**src/rtl/sentinel_key_conditioner.sv**
```systemverilog
// Key input conditioner: synchronises and debounces the raw DIP-switch key, then
// presents accepted keys with a one-cycle strobe. Repeated wrong keys trigger a lockout.
module sentinel_key_conditioner #(
  parameter int unsigned DEBOUNCE_CYCLES = 16,
  parameter int unsigned MAX_FAILS       = 3,
  parameter int unsigned PENALTY_CYCLES  = 1024,
  parameter logic [7:0]  KEY             = 8'hB6
) (
  input  logic       clk,
  input  logic       rst_n,
  input  logic       ena,
  input  logic [7:0] key_raw,
  output logic [7:0] key_out,
  output logic       key_valid,
  output logic       penalty_active,
  output logic [3:0] fail_cnt
);

  typedef enum logic {TRACK, PENALTY} state_t;

  localparam logic [15:0] DB_LAST    = 16'(DEBOUNCE_CYCLES - 1);
  localparam logic [15:0] PEN_LAST   = 16'(PENALTY_CYCLES - 1);
  localparam logic [4:0]  FAIL_LIMIT = 5'(MAX_FAILS);

  logic [7:0]  sync_q1, sync_q2, candidate;
  logic [15:0] db_cnt, pen_cnt;
  logic [4:0]  fail_next;
  state_t      state;

  assign fail_next = {1'b0, fail_cnt} + 5'd1;

  // The synchroniser runs regardless of ena so it never holds stale metastable data.
  always_ff @(posedge clk or negedge rst_n) begin
    if (!rst_n) begin
      sync_q1 <= 8'h00;
      sync_q2 <= 8'h00;
    end else begin
      sync_q1 <= key_raw;
      sync_q2 <= sync_q1;
    end
  end

  always_ff @(posedge clk or negedge rst_n) begin
    if (!rst_n) begin
      candidate      <= 8'h00;
      db_cnt         <= 16'd0;
      key_out        <= 8'h00;
      key_valid      <= 1'b0;
      penalty_active <= 1'b0;
      fail_cnt       <= 4'd0;
      pen_cnt        <= 16'd0;
      state          <= TRACK;
    end else begin
      key_valid <= 1'b0;
      if (ena) begin
        case (state)
          TRACK: begin
            if (sync_q2 != candidate) begin
              candidate <= sync_q2;
              db_cnt    <= 16'd0;
            end else if (db_cnt < DB_LAST) begin
              db_cnt <= db_cnt + 16'd1;
            end else if (candidate != key_out) begin
              if (candidate == KEY) begin
                key_out   <= candidate;
                key_valid <= 1'b1;
                fail_cnt  <= 4'd0;
              end else if (fail_next < FAIL_LIMIT) begin
                key_out   <= candidate;
                key_valid <= 1'b1;
                fail_cnt  <= fail_next[3:0];
              end else begin
                // Final strike: blank the key and lock out instead of presenting it.
                key_out        <= 8'h00;
                fail_cnt       <= FAIL_LIMIT[3:0];
                penalty_active <= 1'b1;
                pen_cnt        <= PEN_LAST;
                state          <= PENALTY;
              end
            end
          end
          PENALTY: begin
            if (pen_cnt == 16'd0) begin
              penalty_active <= 1'b0;
              fail_cnt       <= 4'd0;
              candidate      <= 8'h00;
              db_cnt         <= 16'd0;
              state          <= TRACK;
            end else begin
              pen_cnt <= pen_cnt - 16'd1;
            end
          end
          default: state <= TRACK;
        endcase
      end
    end
  end

endmodule

```
**config.mk**
```make
export PLATFORM = sky130hd
export DESIGN_NAME = sentinel_key_conditioner
export DESIGN_NICKNAME = d
export VERILOG_FILES = /design/src/rtl/sentinel_key_conditioner.sv
export SDC_FILE = /design/constraint.sdc
export NUM_CORES = 1
export LEC_CHECK = 0
export BUFFER_PORTS_ARGS = -buffer_cell sky130_fd_sc_hd__buf_4
export CORE_UTILIZATION = 45
export DETAILED_ROUTE_END_ITERATION = 10
export PLACE_DENSITY_LB_ADDON = 0.25
export SLEW_MARGIN = 10
export SYNTH_ARGS = -nofsm -noshare
export SYNTH_HDL_FRONTEND = slang
export SYNTH_SLANG_ARGS = --single-unit
```
**constraint.sdc**
```tcl
create_clock -name clk -period 2.6 [get_ports clk]
set_input_delay 0.13 -clock clk [delete_from_list [all_inputs] [get_ports clk]]
set_output_delay 0.13 -clock clk [all_outputs]
set_load 0.005 [all_outputs]
```
Word level (Yosys, flattened, before mapping)
Cells that the tools add are included.
{ "word_totals": {"regBits": 71} }
{ "op_classes": {"add_sub_neg": 3, "magnitude_cmp": 2, "eq_ne": 12, "mux": 44, "n_bitwise": 3, "n_reduce_logical": 7} }
{ "op_table": {"columns": ["operator", "count"], "rows": [
  ["$mux 16", 9],
  ["$pmux 16 s2", 2],
  ["$mux 8", 4],
  ["$mux 4", 6],
  ["$mux 1", 19],
  ["$add 16x1->16 const B", 1],
  ["$logic_not 16->1", 1],
  ["$lt 16x4->1 const B", 1],
  ["$ne 8x8->1", 2],
  ["$pmux 8 s2", 1],
  ["$sub 16x1->16 const B", 1],
  ["$ne 2x2->1 const B", 7],
  ["$reduce_and 7->1", 2],
  ["$reduce_and 5->1", 2],
  ["$eq 8x8->1 const B", 1],
  ["$pmux 4 s2", 1],
  ["$reduce_and 3->1", 2],
  ["$add 4x1->5 const B", 1],
  ["$lt 5x2->1 const B", 1],
  ["$pmux 1 s2", 2],
  ["$ne 3x3->1 const B", 1],
  ["$not 1->1", 3],
  ["$ne 2x1->1 const B", 1]
]} }

Longest topological paths before layout
Gate-level depths: netlist of run 1.
{ "depth": {"word_depth": 9, "depth_mapped": 9} }

Worst setup path after synthesis of run 1
Ideal clock, no wire load.
{ "synth_timing": {"kind": "register to register", "startpoint": "register fail_cnt[0]", "endpoint": "register pen_cnt[11]", "arrival_time_ns": 2.136, "t_required_ns": 2.521, "setup_slack_ns": 0.384, "path_stages_with_launch": 8, "path_buffers": 0, "synth_period_minus_slack_ns": 2.216, "path_cell_list": "dfrtp_1 > ha_1 > nor2b_1 > a2111oi_4 > nor2_2 > nand4_2 > a2111oi_1 > mux2i_1"} }
{ "synth_between": {"elab_chain_cells": 4} }
{ "synth_rtl": {"columns": ["element", "line_no", "text"], "rows": [
  ["from (decl)", "16", "output logic [3:0] fail_cnt"],
  ["from (signal assigned)", "71", "fail_cnt <= fail_next[3:0];"],
  ["from (signal assigned)", "75", "fail_cnt <= FAIL_LIMIT[3:0];"],
  ["$add 4x1->5", "30", "assign fail_next = {1'b0, fail_cnt} + 5'd1;"],
  ["$lt 5x2->1", "68", "end else if (fail_next < FAIL_LIMIT) begin"],
  ["$ne 2x2->1 (no line)", null, null],
  ["$reduce_and 7->1 (no line)", null, null],
  ["to (signal assigned)", "90", "pen_cnt <= pen_cnt - 16'd1;"],
  ["to (decl)", "26", "logic [15:0] db_cnt, pen_cnt;"]
]} }
No other way between the ends.
A chain may end at the register's enable or synchronous reset.

Final worst setup path of run 1
Same ends and word-level chain as after synthesis.

==> flow_metrics.env, run 1 <==
export IMPL_num_antenna_cells=0
export IMPL_crit_path_start_kind="register"
export IMPL_clkPwrFrac=0.405
export IMPL_status="complete, no violations"
export IMPL_dp_cells=423
export IMPL_yosysSeqAreaShare=0.535
export IMPL_synth_top_flop_cell="dfrtp_1"
export IMPL_netlist_cell_type_count=61
export IMPL_post_route_cell_area_um2=3900
export IMPL_placed_area_um2=3600
export IMPL_rsz0062_at_grt="no"
export IMPL_cp_slowest_stage_delay_ps=560
export IMPL_cts_setup_buffers=0
export IMPL_ctsResizeCount=0
export IMPL_yosys_area_top_type_share=0.535
export IMPL_ys_seq_elements=71
export IMPL_fill_cells=590
export IMPL_hold_class="in2reg"
export IMPL_post_place_ws_ps=229
export IMPL_clk_latency_ps=350
export IMPL_port_buffers=24
export IMPL_power_switching_mw=0.565
export IMPL_finalWorstSetupSlack_ps=209
export IMPL_synth_net_count=323
export IMPL_p_comb_frac=0.069
export IMPL_core_area_um2=6940
export IMPL_cp_end_kind="register"
export IMPL_pwr_share_seq=0.526
export IMPL_cts_sinks=71
export IMPL_netlist_top_cell_by_area="dfrtp_1"
export IMPL_hold_viol=0
export IMPL_via_per_inst=5.45
export IMPL_fmaxAchievable_mhz=418
export IMPL_irDropWorstVdd_mv=0.377
export IMPL_path_cells="ha_1 -> nor2b_1 -> a2111oi_4 -> nor2_2 -> nand4_2 -> a2111oi_1 -> mux2i_1"
export IMPL_p_sw_frac=0.252
export IMPL_crit_family="compound AO/OA/AOI/OAI gates"
export IMPL_overflow=0
export IMPL_min_period_over_period=0.920
export IMPL_synth_compound_area_frac=0.122
export IMPL_detailed_place_hpwl_um=4570
export IMPL_die_area_um2=7730
export IMPL_die_w_um=87.9
export IMPL_max_slew_worst_pin_slew_ps=881
export IMPL_avgSynthCellArea_um2=10.7
export IMPL_critPathBufInv=0
export IMPL_die_h_um=87.9
export IMPL_grt_pass1_vias=2451
export IMPL_synth_simple_gate_area_share=0.216
export IMPL_numCtsBuffers=9
export IMPL_final_cell_count_no_fill=448
export IMPL_internal_power_mw=1.68
export IMPL_clock_skew_ps=12.2
export IMPL_htreeDepth=3
export IMPL_synth_top_cells_by_area="dfrtp_1 54%, and2_1 3.4%, nand2_1 3.2%"
export IMPL_power_density_nw_per_um2=577
export IMPL_min_period_ps=2390
export IMPL_cts_tree="done"
export IMPL_cp_slowest_cell="a2111oi_1"
export IMPL_vias=2440
export IMPL_setup_tns_ps=0
export IMPL_grt_pass1_wl_um=11600
export IMPL_wirelength_um=6640
export IMPL_setup_viol=0
export IMPL_antenna_left=0
export IMPL_final_util=0.561
export IMPL_synth_edf_count=0
export IMPL_slew_violations=0
export IMPL_synth_top_family_by_area="simple AND/OR/NAND/NOR gates"
export IMPL_track_usage=0.197
export IMPL_synth_warnings=0
export IMPL_required_ps=2880
export IMPL_place_congestion=0.796
export IMPL_ios=25
export IMPL_drt_iter0_markers=93
export IMPL_cap_violations=0
export IMPL_max_slew_margin=0.412
export IMPL_cts_root_buf="clkbuf_8"
export IMPL_antenna_found_initial=0
export IMPL_wl_per_cell_um=14.8
export IMPL_cts_buffer_depth=2
export IMPL_syn_inst=309
export IMPL_netlist_area_um2=3320
export IMPL_dr_pass1_iters=4
export IMPL_synthMuxAreaShare=0.0347
export IMPL_worstPathMaxFanout=6
export IMPL_yosys_area_share_xor_xnor=0.0448
export IMPL_crit_type="reg2reg"
export IMPL_area_delta_synth_final_pct=17.3
export IMPL_grt_max_degree=72
export IMPL_synthArstFlopShare=1.00
export IMPL_yosys_area_share_adder=0.0113
export IMPL_fin_nets=361
export IMPL_remaining_drc_errors=0
export IMPL_rows=30
export IMPL_p_leak_nw=1.73
export IMPL_worstPathArrival_ps=2670
export IMPL_drive_gt1_frac=0.182
export IMPL_clk_transition_reported_paths_ps=80
export IMPL_start_util=0.478
repair_timing:
action                                  CTS  global route
hold buffers                              9             0
endpoints found under the setup margin    0             0
hold endpoints to repair                 79             0
metal layers:
layer | GRT usage | part of all wire
met3 | 0.0349 | 0.024
met5 | 0 | 0
met4 | 0.0894 | 0.019
met1 | 0.266 | 0.46
met2 | 0.313 | 0.49
stage by stage:
| stage | hold WS (ps) | power (mW) |
|---|---|---|
| final | 150 | 2.25 |
| after global routing | 151 | 2.34 |
| after CTS | 137 | 2.27 |
| after detailed placement | 241 | 1.35 |
| after global placement | 240 | 1.35 |
| after floorplan | -166 | 1.29 |
layout make-up:
| type | count | area [µm²] | share of cell area |
|---|---|---|---|
| sequential | 71 | 1780 | 0.456 |
| multi-input combinational | 211 | 1430 | 0.366 |
| timing repair buffer | 38 | 308 | 0.0790 |
| clock buffer | 10 | 138 | 0.0353 |
| tap | 96 | 120 | 0.0308 |
| clock inverter | 6 | 68.8 | 0.0177 |
| inverter | 16 | 60.1 | 0.0154 |
kinds of logic (layout without fill, tap and decap cells):
kind of cell,after synthesis,after routing
buffers and inverters,27,70
DFF,71,71
AOI/OAI and AO/OA,52,52
adders and majority gates,3,3
and+or+nand+nor,128,128
xor gates and xnor gates,17,17
muxes,11,11
flip-flops by register name, indices dropped and copies added (netlist names), 4 cells and up:
signal and cells:
pen_cnt 16, sync_q2 8, db_cnt 16, fail_cnt 4
key_out 8, candidate 8, sync_q1 8
synth_stat cells, types with 5 or more instances:
library cell / instances
a21oi_1: 11
and2_1: 18
and3_1: 5
clkbuf_1: 6
dfrtp_1: 71
inv_1: 15
mux2i_1: 7
nand2_1: 28
nand3_1: 15
nand4_1: 11
nor2_1: 12
nor4_1: 9
o21ai_1: 12
or3_1: 7
xnor2_1: 8
xor2_1: 9
path summary, 6_finish.rpt:
kind / slack, ps / startpoint / cells past startpoint / to
worst max-delay path: 210 / fail_cnt[0] / 7 / pen_cnt[11]
worst min-delay path: 150 / ena / 3 / candidate[4]
worst max register to register: 210 / fail_cnt[0] / 7 / pen_cnt[11]
worst min register to register: 350 / sync_q1[0] / 0 / sync_q2[0]
max in group asynchronous: 1570 / rst_n / 2 / db_cnt[4]
min in group asynchronous: 440 / rst_n / 2 / pen_cnt[6]
power by group through the flow:
stage	Combinational (mW)	Sequential [mW]	Clock [mW]
floorplan	0.0944	1.19	0
global placement	0.143	1.20	0
detailed placement	0.146	1.20	0
CTS	0.158	1.18	0.932
global route	0.178	1.19	0.975
finish	0.155	1.18	0.911
placed cells by master (no fill, tap or decap), types with 3 or more instances in the layout:
cell type / netlist / routed
a21oi_1: 11 / 11
dlygate4sd3_1: 0 / 9
and2_1: 18 / 18
nand4_1: 11 / 11
nand2b_1: 3 / 3
xor2_1: 9 / 9
clkinvlp_4: 0 / 4
clkbuf_8: 0 / 10
xnor2_1: 8 / 8
nor4_1: 9 / 9
inv_1: 15 / 15
nor2_1: 12 / 12
o21ai_0: 3 / 3
or3_1: 7 / 7
mux2i_1: 7 / 7
ha_1: 3 / 3
and3_1: 5 / 5
nand3_1: 15 / 15
buf_4: 2 / 29
dfrtp_1: 71 / 71
mux2_1: 4 / 4
o21ai_1: 12 / 12
nand2_1: 28 / 28
a31oi_1: 4 / 4
worst min-delay path, delay by kind of cell:
family	cells	cell delay [ps]
buf+inv	1	180
simple gates	2	150
No activity file was read; power rests on OpenSTA's default activity.
==> run 2: changes to the inputs <==
CELL_PAD_IN_SITES_DETAIL_PLACEMENT = 0   (was not set)
CELL_PAD_IN_SITES_GLOBAL_PLACEMENT = 1   (was not set)
==> run 2 against run 1 <==
Non-clock buffer count fell by 1. Highest routed layer unchanged. Via count fell by 1.3%. Cell count is 0.22% lower. Clock power up 11%. Critical path depth stayed put.
==> flow_metrics.env, run 2 (same netlist as run 1, synthesis figures left out) <==
export IMPL_grt_max_degree=72
export IMPL_setup_tns_ps=0
export IMPL_slew_violations=0
export IMPL_htreeDepth=3
export IMPL_grt_pass1_vias=2336
export IMPL_setup_viol=0
export IMPL_final_cell_mix="71 x dfrtp_1, 28 x nand2_1, 28 x buf_4"
export IMPL_overflow=0
export IMPL_required_ps=2890
export IMPL_worstPathArrival_ps=2640
export IMPL_dr_pass1_iters=4
export IMPL_hold_viol=0
export IMPL_num_antenna_cells=0
export IMPL_crit_path_start_kind="register"
export IMPL_max_slew_margin=0.409
export IMPL_detailed_place_hpwl_um=4570
export IMPL_power_mw=2.34
export IMPL_layout_commonest_cell="dfrtp_1"
export IMPL_fmaxAchievable_mhz=425
export IMPL_start_util=0.478
export IMPL_drt_iter0_markers=135
export IMPL_internal_power_mw=1.76
export IMPL_via_per_inst=5.39
export IMPL_cts_root_buf="clkbuf_8"
export IMPL_crit_family="compound AO/OA/AOI/OAI gates"
export IMPL_cts_sinks=71
export IMPL_rows=30
export IMPL_rsz0062_at_grt="no"
export IMPL_status="complete, no violations"
export IMPL_area_delta_synth_final_pct=17.7
export IMPL_ctsResizeCount=0
export IMPL_numCtsBuffers=9
export IMPL_dp_cells=422
export IMPL_cap_violations=0
export IMPL_die_h_um=87.9
export IMPL_placed_area_um2=3590
export IMPL_clk_transition_reported_paths_ps=80
export IMPL_die_w_um=87.9
export IMPL_hold_buffers=9
export IMPL_port_buffers=24
export IMPL_core_area_um2=6940
export IMPL_die_area_um2=7730
export IMPL_clock_skew_ps=5.97
export IMPL_min_period_ps=2360
export IMPL_cts_tree="done"
export IMPL_max_slew_worst_pin_slew_ps=886
export IMPL_drive_gt1_frac=0.179
export IMPL_wl_per_cell_um=15.0
export IMPL_irDropWorstVdd_mv=0.409
export IMPL_hold_class="in2reg"
export IMPL_clkPwrFrac=0.429
export IMPL_place_congestion=0.798
export IMPL_reg_top3="db_cnt (16), pen_cnt (16)"
export IMPL_fin_nets=360
export IMPL_vias=2408
export IMPL_p_comb_frac=0.066
export IMPL_antenna_left=0
export IMPL_clk_latency_ps=360
export IMPL_wirelength_um=6690
export IMPL_critPathBufInv=0
export IMPL_cts_buffer_depth=2
export IMPL_p_leak_nw=1.75
export IMPL_pwr_share_seq=0.505
export IMPL_power_switching_mw=0.583
export IMPL_cp_slowest_stage_delay_ps=580
export IMPL_path_cells="ha_1 -> nor2b_1 -> a2111oi_4 -> nor2_2 -> nand4_2 -> a2111oi_1 -> mux2i_1"
export IMPL_whs_ps=135
export IMPL_track_usage=0.199
export IMPL_power_density_nw_per_um2=600
export IMPL_fill_cells=613
export IMPL_cts_setup_buffers=0
export IMPL_remaining_drc_errors=0
export IMPL_cp_end_kind="register"
export IMPL_ios=25
export IMPL_cp_slowest_cell="a2111oi_1"
export IMPL_post_route_cell_area_um2=3910
export IMPL_p_sw_frac=0.249
export IMPL_worstPathMaxFanout=6
export IMPL_min_period_over_period=0.906
export IMPL_grt_pass1_wl_um=11400
export IMPL_final_cell_count_no_fill=447
export IMPL_crit_type="reg2reg"
export IMPL_antenna_found_initial=0
-- run 2: cell count changes in the layout (fill, tap and decap cells not counted), sizes merged --
cell and change:
clkinvlp -3, buf -1, inv +2, clkbuf -1
bufinv +1, clkinv +1
-- run 2: worst min-delay path: stages --
cell and delay, ps:
buf_4 180, nand4_1 100, nand2_1 50
-- run 2: path summary, 6_finish.rpt --
| check | from | to | slack [ps] | cells past startpoint |
|---|---|---|---|---|
| max reg2reg | fail_cnt[0] | pen_cnt[11] | 240 | 7 |
| min in group asynchronous | rst_n | key_out[5] | 420 | 2 |
| max in group asynchronous | rst_n | db_cnt[5] | 1590 | 2 |
| min | ena | candidate[4] | 130 | 3 |
| min reg2reg | sync_q1[6] | sync_q2[6] | 350 | 0 |
| max | fail_cnt[0] | pen_cnt[11] | 240 | 7 |
-- run 2: cell type report --
type | count | area [µm²] | area share
sequential | 71 | 1780 | 0.455
multi-input combinational | 211 | 1430 | 0.365
timing repair buffer | 37 | 300 | 0.0768
clock buffer | 9 | 124 | 0.0317
tap | 96 | 120 | 0.0307
clock inverter | 7 | 103 | 0.0262
inverter | 16 | 60.1 | 0.0154
-- run 2: through the flow --
stage / util / setup WS [ps]
5_1_grt: 0.563 / 15.2
2_1_floorplan: - / 384
3_5_place_dp: 0.517 / 264
4_1_cts: 0.563 / 237
6_report: 0.563 / 244
3_3_place_gp: 0.517 / 249
-- run 2: per-layer routing --
metal / up-vias / part of all wire / GRT usage
met2: 45 / 0.46 / 0.298
met1: 1180 / 0.47 / 0.269
met3: 14 / 0.044 / 0.0481
li1: 1169 / - / -
met4: 0 / 0.021 / 0.0999
met5: - / 0 / 0
-- run 2: power groups by stage --
stage	combinational (mW)	clock (mW)	sequential, mW
2_1_floorplan	0.0944	0	1.19
3_3_place_gp	0.143	0	1.20
3_5_place_dp	0.146	0	1.21
4_1_cts	0.157	1.03	1.18
5_1_grt	0.175	1.08	1.19
6_report	0.154	1.01	1.18
==> run 3: changes to the inputs <==
CORE_ASPECT_RATIO = 0.8   (was not set)
==> run 3 against run 2 <==
The flow now finishes with violations (DRC). Die area is essentially flat. Non-clock buffer count grew 1. Global-route usage grew 0.61 points. Sequential cell count is the same. Clock skew grew 6.3 ps. Highest routed layer unchanged.
==> flow_metrics.env, run 3 (same netlist as run 1, synthesis figures left out) <==
export IMPL_status="finished with violations"
export IMPL_violations="DRC"
export IMPL_layout_commonest_cell="dfrtp_1"
export IMPL_drive_gt1_frac=0.182
export IMPL_grt_pass1_wl_um=12000
export IMPL_required_ps=2880
export IMPL_power_switching_mw=0.622
export IMPL_fmaxAchievable_mhz=436
export IMPL_rsz0062_at_grt="no"
export IMPL_max_slew_margin=0.418
export IMPL_reg2reg_depth=7
export IMPL_cts_buffer_depth=2
export IMPL_fin_nets=361
export IMPL_pwr_share_seq=0.536
export IMPL_remaining_drc_errors=2
export IMPL_final_cell_mix="71 x dfrtp_1, 29 x buf_4, 28 x nand2_1"
export IMPL_ios=25
export IMPL_numCtsBuffers=9
export IMPL_hold_class="in2reg"
export IMPL_slew_violations=0
export IMPL_place_congestion=0.757
export IMPL_rows=27
export IMPL_startpoint="fail_cnt[0]"
export IMPL_reg_top3="db_cnt (16), pen_cnt (16)"
export IMPL_irDropWorstVdd_mv=0.345
export IMPL_cap_violations=0
export IMPL_wl_per_cell_um=16.0
export IMPL_via_per_inst=5.45
export IMPL_setup_viol=0
export IMPL_cts_setup_buffers=0
export IMPL_clk_latency_ps=360
export IMPL_crit_path_start_kind="register"
export IMPL_drt_iter0_markers=75
export IMPL_vias=2393
export IMPL_p_leak_nw=1.74
export IMPL_grt_max_degree=72
export IMPL_die_w_um=98.0
export IMPL_area_delta_synth_final_pct=16.6
export IMPL_crit_type="reg2reg"
export IMPL_hold_viol=0
export IMPL_crit_end="pen_cnt[11]"
export IMPL_fill_cells=604
export IMPL_r2r_start="fail_cnt[0]"
export IMPL_worstPathArrival_ps=2580
export IMPL_p_sw_frac=0.281
export IMPL_clock_skew_ps=12.3
export IMPL_cts_tree="done"
export IMPL_cts_root_buf="clkbuf_8"
export IMPL_clkPwrFrac=0.393
export IMPL_dr_pass1_iters=7
export IMPL_power_density_nw_per_um2=571
export IMPL_die_area_um2=7730
export IMPL_clk_transition_reported_paths_ps=90
export IMPL_htreeDepth=3
export IMPL_min_period_ps=2300
export IMPL_antenna_found_initial=0
export IMPL_p_comb_frac=0.071
export IMPL_setup_tns_ps=0
export IMPL_max_slew_worst_pin_slew_ps=873
export IMPL_overflow=0
export IMPL_min_period_over_period=0.883
export IMPL_worstPathMaxFanout=6
export IMPL_wirelength_um=7030
export IMPL_detailed_place_hpwl_um=4920
export IMPL_ctsResizeCount=0
export IMPL_hold_buffers=9
export IMPL_core_area_um2=6990
export IMPL_placed_area_um2=3590
export IMPL_worstReg2RegEnd="pen_cnt[11]"
export IMPL_cts_sinks=71
export IMPL_die_h_um=78.8
export IMPL_track_usage=0.205
export IMPL_post_route_cell_area_um2=3870
export IMPL_start_util=0.475
export IMPL_antenna_left=0
export IMPL_num_antenna_cells=0
export IMPL_grt_pass1_vias=2377
export IMPL_ff2ff_setup_slack_ps=300
export IMPL_cp_end_kind="register"
export IMPL_port_buffers=24
export IMPL_internal_power_mw=1.59
run 3: changes by cell type in the layout (fill, tap and decap cells not counted):
cell	change
buf_4	+1
bufinv_16	-2
clkinv_4	-1
clkinvlp_4	-1
inv_6	+1
inv_8	+3
run 3: per-layer routing:
metal | up-vias | GRT usage | part of all wire
met4 | 0 | 0.0682 | 0.012
met1 | 1157 | 0.289 | 0.51
met3 | 8 | 0.0555 | 0.044
met5 | - | 0 | 0
met2 | 49 | 0.304 | 0.44
li1 | 1179 | - | -
run 3: worst min path at each step:
stage | startpoint | endpoint | slack (ps) | depth (start not counted)
floorplan | rst_n | candidate[0] | -170 | 0
global placement | key_raw[3] | sync_q1[3] | 240 | 1
detailed placement | key_raw[7] | sync_q1[7] | 240 | 1
CTS | ena | candidate[7] | 130 | 3
global route | ena | candidate[7] | 140 | 3
finish | ena | candidate[7] | 150 | 3
run 3: power by group through the flow:
| stage | registers (mW) | clock network (mW) | logic [mW] |
|---|---|---|---|
| 2_1_floorplan | 1.19 | 0 | 0.0944 |
| 3_3_place_gp | 1.21 | 0 | 0.145 |
| 3_5_place_dp | 1.21 | 0 | 0.148 |
| 4_1_cts | 1.18 | 0.893 | 0.160 |
| 5_1_grt | 1.19 | 0.945 | 0.176 |
| 6_report | 1.19 | 0.868 | 0.157 |
run 3: worst max-delay path, stage by stage (launching register included):
cell       delay [ps]
dfrtp_1           440
ha_1              320
nor2b_1           230
a2111oi_4         100
nor2_2            260
nand4_2           140
a2111oi_1         480
mux2i_1           240
run 3: area by class of cell:
cell class,instances,area [µm²],share of cell area
Clock buffer,9,124,0.0320
Clock inverter,7,68.8,0.0178
Inverter,16,60.1,0.0155
Multi-Input combinational cell,211,1430,0.368
Sequential cell,71,1780,0.459
Tap cell,87,109,0.0281
Timing Repair Buffer,38,308,0.0795
run 3: metrics by stage:
| step | util | hold WS (ps) | std cells | power [mW] | setup slack (ps) |
|---|---|---|---|---|---|
| 2_1_floorplan | - | -166 | 309 | 1.29 | 384 |
| 3_3_place_gp | 0.513 | 239 | 414 | 1.35 | 398 |
| 3_5_place_dp | 0.513 | 241 | 414 | 1.36 | 291 |
| 4_1_cts | 0.554 | 129 | 439 | 2.24 | 281 |
| 5_1_grt | 0.554 | 140 | 439 | 2.31 | 99.8 |
| 6_report | 0.554 | 145 | 439 | 2.21 | 304 |
